## src/rtl/obstacle_stream_gen_if.sv

```systemverilog
// Request, table-write and row-output bundle of the obstacle row generator.
// AW must equal $clog2(DEPTH) of the generator this interface is bound to.
interface obstacle_stream_gen_if #(
    parameter int LANES = 7,
    parameter int AW    = 4
);
    logic             en;
    logic             mode;
    logic             step;
    logic             wr_en;
    logic [AW-1:0]    wr_addr;
    logic [LANES-1:0] wr_data;
    logic             out_valid;
    logic             out_ready;
    logic [LANES-1:0] out_row;
    logic             out_bonus;
    logic [AW-1:0]    out_idx;

    modport master (
        output en, mode, step, wr_en, wr_addr, wr_data, out_ready,
        input  out_valid, out_row, out_bonus, out_idx
    );
    modport slave (
        input  en, mode, step, wr_en, wr_addr, wr_data, out_ready,
        output out_valid, out_row, out_bonus, out_idx
    );
endinterface

```

## src/rtl/obstacle_stream_gen.sv

```systemverilog
// Obstacle row generator: pattern table, sequential or LFSR index selection,
// periodic all-lanes bonus rows, one row per accepted step over valid/ready.
module obstacle_stream_gen #(
    parameter int          LANES        = 7,
    parameter int          DEPTH        = 16,
    parameter int          BONUS_PERIOD = 17,
    parameter logic [15:0] LFSR_SEED    = 16'hACE1,
    localparam int         AW           = $clog2(DEPTH)
) (
    input  logic               clk,
    input  logic               rst_n,
    obstacle_stream_gen_if.slave bus
);
    localparam int BCW = (BONUS_PERIOD > 1) ? $clog2(BONUS_PERIOD) : 1;

    logic [LANES-1:0] tbl [DEPTH];
    logic             pending;
    logic [AW-1:0]    seq;
    logic [AW-1:0]    prev;
    logic [BCW-1:0]   bcnt;
    logic [15:0]      lfsr;

    logic             req, gen, is_bonus;
    logic [15:0]      lfsr_nxt;
    logic [AW-1:0]    cand, idx;

    // A step in the same cycle as a free output generates directly (latency 1)
    assign req      = bus.en & (pending | bus.step);
    assign gen      = req & (!bus.out_valid | bus.out_ready);
    assign is_bonus = (BONUS_PERIOD != 0) && (bcnt == BCW'(BONUS_PERIOD - 1));

    // Right-shift Galois form of x^16+x^14+x^13+x^11+1
    assign lfsr_nxt = {1'b0, lfsr[15:1]} ^ (lfsr[0] ? 16'hB400 : 16'h0000);
    assign cand     = lfsr_nxt[AW-1:0];
    assign idx      = bus.mode ? ((cand == prev) ? cand + AW'(1) : cand) : seq;

    always_ff @(posedge clk or negedge rst_n) begin
        if (!rst_n) begin
            for (int i = 0; i < DEPTH; i++)
                tbl[i] <= LANES'(1) << (i % LANES);
            pending       <= 1'b0;
            seq           <= '0;
            prev          <= '0;
            bcnt          <= '0;
            lfsr          <= LFSR_SEED;
            bus.out_valid <= 1'b0;
            bus.out_row   <= '0;
            bus.out_bonus <= 1'b0;
            bus.out_idx   <= '0;
        end else begin
            // Read below samples the pre-write contents, so a same-address write lands next cycle
            if (bus.wr_en)
                tbl[bus.wr_addr] <= bus.wr_data;

            // Extra steps while a request is outstanding merge into it
            if (bus.en)
                pending <= (pending | bus.step) & !gen;

            if (gen) begin
                bus.out_valid <= 1'b1;
                if (BONUS_PERIOD != 0)
                    bcnt <= is_bonus ? '0 : bcnt + BCW'(1);
                if (is_bonus) begin
                    bus.out_row   <= '1;
                    bus.out_bonus <= 1'b1;
                    bus.out_idx   <= '0;
                end else begin
                    bus.out_row   <= tbl[idx];
                    bus.out_bonus <= 1'b0;
                    bus.out_idx   <= idx;
                    prev          <= idx;
                    if (bus.mode)
                        lfsr <= lfsr_nxt;
                    else
                        seq <= seq + AW'(1);
                end
            end else if (bus.out_ready) begin
                bus.out_valid <= 1'b0;
            end
        end
    end
endmodule

```

## src/flat_wrapper.sv

```systemverilog
// flat-port wrapper written by rule: the top's interface ports become plain ports
module obstacle_stream_gen_flat 
#(
    parameter int          LANES        = 7,
    parameter int          DEPTH        = 16,
    parameter int          BONUS_PERIOD = 17,
    parameter logic [15:0] LFSR_SEED    = 16'hACE1,
    localparam int         AW           = $clog2(DEPTH)
)
  (clk, rst_n, bus_en, bus_mode, bus_step, bus_wr_en, bus_wr_addr, bus_wr_data, bus_out_ready, bus_out_valid, bus_out_row, bus_out_bonus, bus_out_idx);
  obstacle_stream_gen_if #(.LANES(LANES), .AW((4))) bus_i ();
  input  logic clk;
  input  logic rst_n;
  input wire logic [$bits(bus_i.en)-1:0] bus_en;
  input wire logic [$bits(bus_i.mode)-1:0] bus_mode;
  input wire logic [$bits(bus_i.step)-1:0] bus_step;
  input wire logic [$bits(bus_i.wr_en)-1:0] bus_wr_en;
  input wire logic [$bits(bus_i.wr_addr)-1:0] bus_wr_addr;
  input wire logic [$bits(bus_i.wr_data)-1:0] bus_wr_data;
  input wire logic [$bits(bus_i.out_ready)-1:0] bus_out_ready;
  output wire logic [$bits(bus_i.out_valid)-1:0] bus_out_valid;
  output wire logic [$bits(bus_i.out_row)-1:0] bus_out_row;
  output wire logic [$bits(bus_i.out_bonus)-1:0] bus_out_bonus;
  output wire logic [$bits(bus_i.out_idx)-1:0] bus_out_idx;
  assign bus_i.en = bus_en;
  assign bus_i.mode = bus_mode;
  assign bus_i.step = bus_step;
  assign bus_i.wr_en = bus_wr_en;
  assign bus_i.wr_addr = bus_wr_addr;
  assign bus_i.wr_data = bus_wr_data;
  assign bus_i.out_ready = bus_out_ready;
  assign bus_out_valid = bus_i.out_valid;
  assign bus_out_row = bus_i.out_row;
  assign bus_out_bonus = bus_i.out_bonus;
  assign bus_out_idx = bus_i.out_idx;
  obstacle_stream_gen #(.LANES(LANES), .DEPTH(DEPTH), .BONUS_PERIOD(BONUS_PERIOD), .LFSR_SEED(LFSR_SEED)) u_core (.clk(clk), .rst_n(rst_n), .bus(bus_i));
endmodule
```

## config.mk

```make
export PLATFORM = sky130hd
export DESIGN_NAME = obstacle_stream_gen_flat
export DESIGN_NICKNAME = d
export VERILOG_FILES = /design/src/rtl/obstacle_stream_gen_if.sv /design/src/rtl/obstacle_stream_gen.sv /design/src/flat_wrapper.sv
export SDC_FILE = /design/constraint.sdc
export NUM_CORES = 1
export LEC_CHECK = 0
export CORE_ASPECT_RATIO = 1.5
export CORE_UTILIZATION = 40
export DETAILED_ROUTE_END_ITERATION = 12
export PLACE_DENSITY_LB_ADDON = 0.3
export SLEW_MARGIN = 25
export SYNTH_ARGS = -nofsm -noshare
export SYNTH_HDL_FRONTEND = slang
export SYNTH_SLANG_ARGS = --single-unit
```

## constraint.sdc

```tcl
create_clock -name clk -period 4.6 [get_ports clk]
set_input_delay 0.46 -clock clk [delete_from_list [all_inputs] [get_ports clk]]
set_output_delay 0.46 -clock clk [all_outputs]
set_load 0.01 [all_outputs]
```

==> out/results.md, run 1 <==
• outcome: finished, violations left
• failing checks: DRC
• insertion delay to the later sink of the worst-skew pair: 420 ps
• number of vias per cell after detailed routing: 5.47
• sum of negative setup slack: 0 ps
• most used flip-flop cell after synthesis: dfrtp_1
• core utilization of the finished layout: 47.2%
• number of CTS-inserted buffers: 17
• data required time at the worst endpoint: 4890 ps
• synthesis-stage register bit count: 155
• Remaining DRCs: 4
• critical path class: flip-flop to flip-flop
• # rows: 59
• cell area after layout: 8220 um2
• largest voltage drop on the vdd net: 0.000272 V
• Hold Path Class: primary input to async pin
• power density cells: 534 nW/um2
• area growth from synthesis to layout: 14.8%
• type of element launching the critical path: flip-flop
• number of synthesized flops with an enable pin: 0
• count of pins over their slew limit: 0
• sequential share of the synthesized area: 54.6%
• post-synth design cell area: 7160 um2
• Slew @ Worst Pin: 908 ps
• worst-case hold slack: 112 ps
• wirelength, routed: 15800 um
• horizontal extent of the die: 111 um
• WP buf/inv: 0
• Max-cap violations: 0
• number of antenna violations at the first check in global routing: 0
• detailed-routing iteration count for the pre-antenna-repair pass: 8
• Worst setup EP type: flip-flop
• number of failing hold endpoints at the final stage: 0
• Final GP Congestion: 0.789
• period utilization: 64.9%
• Die Y: 166 um
• Ys Warns: 0
• floorplan core area: 17400 um2
• number of routed nets with antenna violations: 0
• pin count of the biggest net entering global routing: 123
• CTS Hold Buffers Added: 0
• port bufs: 30
• CP top delay family: compound AO/OA/AOI/OAI gates
• via count of the first global-routing pass: 4936
• Antenna diodes: 0
• maximum level of the CTS H-tree: 4
• number of top-level design ports: 31
• Final min period: 2990 ps
• overflow left after global routing: 0
• Final Skew: 7.03 ps
• cts repair resizes: 0
• sequential cell area in the final layout: 3910 um2
• area used by multi-input combinational logic: 3100 um2
• number of clock sinks seen by CTS: 155
• total number of vias: 4605
• unrepaired setup endpoints after global routing: no
• Arrival @ worst endpoint: 3280 ps
• ratio of cells with drive above 1 in the final layout: 33.7%
• DP Area: 7680 um2
• violation count after the first detailed-route iteration: 299
• Leak: 3.56 nW
• post-synth top area share: 45.8%
• top post-synthesis cells by area: dfrtp_1 (46%), mux2_2 (21%), dfstp_2 (8.8%)
• critical path's largest stage delay: 670 ps
• list of cells traversed by the critical path: xnor2_1 > nand4_2 > xor2_1 > a21o_2 > mux4_2 > a2bb2oi_1 > o21ai_0 > nor4_1
• headroom to the max-slew limit: 39.5%
• clock tree from TritonCTS: yes
• Max Buffers Root-to-Sink: 2
• number of nets in the final layout: 638
• syn avg cell area: 12.2 um2
• PnR Total Power: 0.00439 W
• Max Clk Rate: 335 MHz
• number of endpoints failing setup at the final stage: 0
• total track usage: 18.3%
• post-CTS setup repair buffer count: 0
• count of cell types in the netlist: 36
• master of the slowest instance on the critical path: a21o_2
• clock-pin transition on the worst setup and hold timing paths: 60 ps
• count of filler cells inserted in the layout: 1540
• first-pass GRT wire length: 26300 um
• number of instances in the synthesized netlist: 588
• Async S/R FF share, synth: 100%
• final routed wire length divided by cell count: 18.8 um
• total nets after synthesis: 610
• area leader, netlist: dfrtp_1
• Detailed Place HPWL: 11100 um
• initial core utilization: 41.1%
• DIE AREA: 18400 um2
• worst-path fanout max: 24
• cell at the root of the clock tree: clkbuf_16
[worst register-to-register path, delay by kind of cell, from the launching register on]
kind | cells | cell delay, ps
compound gates | 3 | 990
mux | 1 | 600
xor+xnor | 2 | 560
flops | 1 | 460
simple gates | 2 | 260
[worst paths after layout]
kind                                         end                   from  depth (start not counted)  slack [ps]
max                        u_core.bus.out_row[1]         u_core.lfsr[1]                          8        1610
min                              u_core.lfsr[14]                  rst_n                          1         110
max reg2reg                u_core.bus.out_row[1]         u_core.lfsr[1]                          8        1610
min reg2reg                u_core.bus.out_idx[2]  u_core.bus.out_idx[2]                          2         470
max in group asynchronous         u_core.tbl[50]                  rst_n                          2        3440
min in group clk           u_core.bus.out_idx[2]  u_core.bus.out_idx[2]                          2         470
[sequential cells by signal, indices dropped and copies added (netlist names)]
signal                flops
u_core.bus.out_valid      1
u_core.pending            1
u_core.bus.out_bonus      1
u_core.bus.out_idx        4
u_core.bcnt               5
u_core.lfsr              16
u_core.tbl              112
u_core.prev               4
u_core.bus.out_row        7
u_core.seq                4
[metal layers]
| metal | track usage, % | routed length, um | up-vias | share of wire (%) |
|---|---|---|---|---|
| met5 | 0 | 0 | - | 0 |
| met4 | 7.76 | 356 | 0 | 2.2 |
| met3 | 3.14 | 316 | 21 | 2.0 |
| met2 | 34.3 | 8710 | 79 | 55 |
| met1 | 20.2 | 6460 | 2376 | 41 |
| li1 | - | - | 2129 | - |
[synthesized netlist by cell type (2+ instances only)]
| cell type | instances |
|---|---|
| inv_1 | 3 |
| xnor2_1 | 10 |
| a31oi_1 | 2 |
| o2bb2ai_1 | 5 |
| nand4_1 | 5 |
| nor3_1 | 4 |
| a21o_1 | 4 |
| nor4_1 | 4 |
| nand2_1 | 81 |
| or3_1 | 3 |
| ha_1 | 4 |
| o21ai_0 | 16 |
| nor2_1 | 24 |
| nand2b_1 | 6 |
| clkbuf_1 | 23 |
| and3_1 | 2 |
| dfrtp_1 | 131 |
| dfstp_2 | 24 |
| nand3_1 | 31 |
| mux2i_1 | 28 |
| a2bb2oi_1 | 2 |
| nor2b_1 | 3 |
| mux2_2 | 131 |
| xor2_1 | 2 |
| nor4_2 | 5 |
| buf_6 | 2 |
| buf_2 | 6 |
| a21oi_1 | 16 |
| mux4_2 | 4 |
[area by class of cell]
cell class	instances	area share, %
inverter	3	0.137
multi-input combinational	398	37.8
clock buffer	17	5.18
tap	213	3.24
timing repair buffer	41	4.72
sequential	155	47.6
clock inverter	15	1.40
[placed cells by master (no fill, tap or decap), types with 5 or more instances in the layout]
| cell type | Yosys | layout |
|---|---|---|
| nand3_1 | 31 | 31 |
| nand2b_1 | 6 | 6 |
| clkdlybuf4s50_1 | 0 | 29 |
| mux2i_1 | 28 | 28 |
| inv_6 | 0 | 5 |
| xnor2_1 | 10 | 10 |
| o21ai_0 | 16 | 16 |
| a21oi_1 | 16 | 15 |
| dfrtp_1 | 131 | 131 |
| dfstp_2 | 24 | 24 |
| buf_4 | 1 | 11 |
| nor4_2 | 5 | 5 |
| o2bb2ai_1 | 5 | 5 |
| nand2_1 | 81 | 81 |
| nand4_1 | 5 | 5 |
| nor2_1 | 24 | 24 |
| clkbuf_16 | 0 | 17 |
| mux2_2 | 131 | 131 |
[report_power, final]
group	internal, W	total (W)	leakage [nW]	switching, W
Clock	0.000697	0.00128	0.257	0.000582
Sequential	0.00173	0.00194	1.87	0.000210
Combinational	0.000593	0.00117	1.43	0.000576
Total	0.00302	0.00439	3.56	0.00137
[kinds of logic after synthesis]
group                    synth area share (%)
XOR/XNOR                                 1.47
buffers and inverters                    2.20
AND/OR/NAND/NOR                          11.2
AO/OA/AOI/OAI                            4.00
flip-flops                               54.6
adder cells (fa/ha/maj)                 0.699
multiplexers                             25.8
[through the flow]
stage,cells,worst slack (ps)
after CTS,842,1600
after floorplan,588,2310
after global placement,810,1590
after detailed placement,810,1430
final,842,1610
after global routing,842,1380
(Power assumes the default switching activity.)
==> inputs of run 2 (changes only) <==
Clock period 4.6 ns to 2.74 ns, I/O delays scaled along.
==> out/results.md, run 2 (synthesis gave the netlist of run 1 again) <==
• outcome: finished, violations left
• failing checks: DRC
• largest voltage drop on the vdd net: 0.000504 V, +85%
• critical path class: flip-flop to flip-flop
• number of CTS-inserted buffers: 17, unchanged
• Final GP Congestion: 0.829, +5.1%
• Most flops, register: u_core.tbl
• Worst setup EP type: flip-flop
• type of element launching the critical path: flip-flop
• number of cells on the worst reg-to-reg path: 8, unchanged
• number of clock sinks seen by CTS: 155, unchanged
• total number of vias: 4618, +0.28%
• Final min period: 2480 ps, -505 ps
• minimum setup slack in the final design: 258 ps, -1350 ps
• number of nets in the final layout: 653, +2.4%
• headroom to the max-slew limit: 53.7%, +14 points
• Internal Pwr Total: 0.00561 W, +86%
• post-CTS setup repair buffer count: 0, unchanged
• Max Buffers Root-to-Sink: 2, unchanged
• count of filler cells inserted in the layout: 1535, -0.32%
• Worst R2R Setup Slack: 260 ps, -1350 ps
• ratio of cells with drive above 1 in the final layout: 34.8%, +1.1 points
• number of routed nets with antenna violations: 0, unchanged
• depth of the critical timing path with buffers and inverters included: 8, unchanged
• area growth from synthesis to layout: 18.6%
• WP buf/inv: 1, +1
• Reg power frac: 41.5%, -2.8 points
• Net Sw Frac: 29.2%, -2.0 points
• insertion delay to the later sink of the worst-skew pair: 420 ps, about the same
• Die Y: 166 um, unchanged
• clock-pin transition on the worst setup and hold timing paths: 70 ps, about the same
• relative contribution of combinational cells to total power: 25.9%, -0.7 points
• violation count after the first detailed-route iteration: 356, +19%
• Leak: 3.70 nW, +4.1%
• area used by multi-input combinational logic: 3100 um2, about the same
• cell at the root of the clock tree: clkbuf_16
• commonest non-fill, non-tap cells in the layout: mux2_2 (131), dfrtp_1 (131), nand2_1 (81), nand3_1 (31), clkdlybuf4s50_1 (29)
• floorplan core area: 17400 um2, unchanged
• period utilization: 90.6%, +26 points
• Regs by FF count: u_core.tbl x112, u_core.lfsr x16, u_core.bus.out_row x7
• launch point of the critical path: u_core.lfsr[1]
• number of endpoints failing setup at the final stage: 0, unchanged
• data required time at the worst endpoint: 3060 ps, -1830 ps
• sum of negative setup slack: 0 ps, unchanged
• unrepaired setup endpoints after global routing: no
• Max Clk Rate: 403 MHz, +20%
• critical path's largest stage delay: 450 ps, -220 ps
• worst-case hold slack: 346 ps, +234 ps
• number of vias per cell after detailed routing: 5.39, -1.5%
• initial core utilization: 41.1%, unchanged
• Detailed Place HPWL: 11500 um, +4.0%
• reported net switching power: 0.00231 W, +69%
• number of top-level design ports: 31, unchanged
• CP top delay family: compound AO/OA/AOI/OAI gates
• Max-cap violations: 0, unchanged
• # rows: 59, unchanged
• Arrival @ worst endpoint: 2810 ps, -470 ps
• Reg-to-Reg End: u_core.bus.out_row[2]
• Clock power frac: 32.6%, +3.5 points
• list of cells traversed by the critical path: xnor2_1 > nand4_2 > mux2i_1 > a21o_1 > buf_12 > mux2i_1 > o2bb2ai_1 > nor4_2
• number of antenna violations at the first check in global routing: 0, unchanged
• power density cells: 933 nW/um2, +75%
• DIE AREA: 18400 um2, unchanged
• Hold Path Class: primary input to async pin
• detailed-routing iteration count for the pre-antenna-repair pass: 8, unchanged
• total track usage: 18.9%, +0.55 points
• number of failing hold endpoints at the final stage: 0, unchanged
• port bufs: 30, unchanged
• Remaining DRCs: 4, unchanged
• Final Skew: 11.5 ps, +4.48 ps
• Slew @ Worst Pin: 688 ps, -220 ps
• source of the worst register-to-register timing path: u_core.lfsr[1]
• via count of the first global-routing pass: 4994, +1.2%
• overflow left after global routing: 0, unchanged
• wirelength, routed: 16300 um, +2.9%
• count of pins over their slew limit: 0, unchanged
• horizontal extent of the die: 111 um, unchanged
• first-pass GRT wire length: 26800 um, +1.8%
• maximum level of the CTS H-tree: 4, unchanged
• pin count of the biggest net entering global routing: 66, -46%
• Antenna diodes: 0, unchanged
• worst-path fanout max: 12, -50%
• sequential cell area in the final layout: 3910 um2, unchanged
• final routed wire length divided by cell count: 19.0 um, +1.1%
• clock tree from TritonCTS: yes
• master of the slowest instance on the critical path: dfrtp_1
• number of flip-flops in the largest register: 112, unchanged
• cell mode on critical path: mux2i_1
• minimum setup slack after placement: 195 ps, -1230 ps
## run 2: cell type report
class	count	share of cell area [%]
multi-input cells	398	36.5
well taps	213	3.14
inverters	3	0.133
clock buffers	19	5.10
repair buffers	56	6.47
clock inverters	13	2.55
flip-flops and latches	155	46.1
## run 2: power by group through the flow
stage                     Sequential, W  Clock [W]  Combinational, W
after floorplan                 0.00322          0           0.00141
after global placement          0.00330          0           0.00199
after detailed placement        0.00332          0           0.00205
after CTS                       0.00328    0.00262           0.00207
after global routing            0.00335    0.00272           0.00224
final                           0.00329    0.00258           0.00205
## run 2: worst max path at each step
stage / to / slack (ps)
floorplan: u_core.bus.out_row[3] / 450
global placement: u_core.bus.out_row[2] / 280
detailed placement: u_core.bus.out_row[4] / 190
CTS: u_core.bus.out_row[4] / 150
global route: u_core.bus.out_row[3] / 50
finish: u_core.bus.out_row[2] / 260
## run 2: layer usage
| metal | GRT usage [%] | share of wire [%] | vias up | wire [um] |
|---|---|---|---|---|
| met5 | 0 | 0 | - | 0 |
| met4 | 9.28 | 3.5 | 0 | 564 |
| met3 | 3.43 | 3.1 | 30 | 505 |
| met2 | 34.9 | 55 | 104 | 9040 |
| met1 | 20.5 | 38 | 2327 | 6190 |
| li1 | - | - | 2157 | - |
## run 2: stage by stage
step / util (%) / total power [W] / instances / area (um2)
2_1_floorplan: - / 0.00463 / 588 / 7160
3_3_place_gp: 44.9 / 0.00529 / 824 / 7820
3_5_place_dp: 44.9 / 0.00537 / 824 / 7820
4_1_cts: 48.7 / 0.00798 / 857 / 8480
5_1_grt: 48.7 / 0.00832 / 857 / 8490
6_report: 48.7 / 0.00792 / 857 / 8490
## run 2: timing repair
| item | CTS | global route |
|---|---|---|
| hold buffers | 1 | 0 |
| resized for setup | 0 | 1 |
| endpoints found under the hold margin | 36 | 0 |
| endpoints found under the setup margin | 0 | 1 |
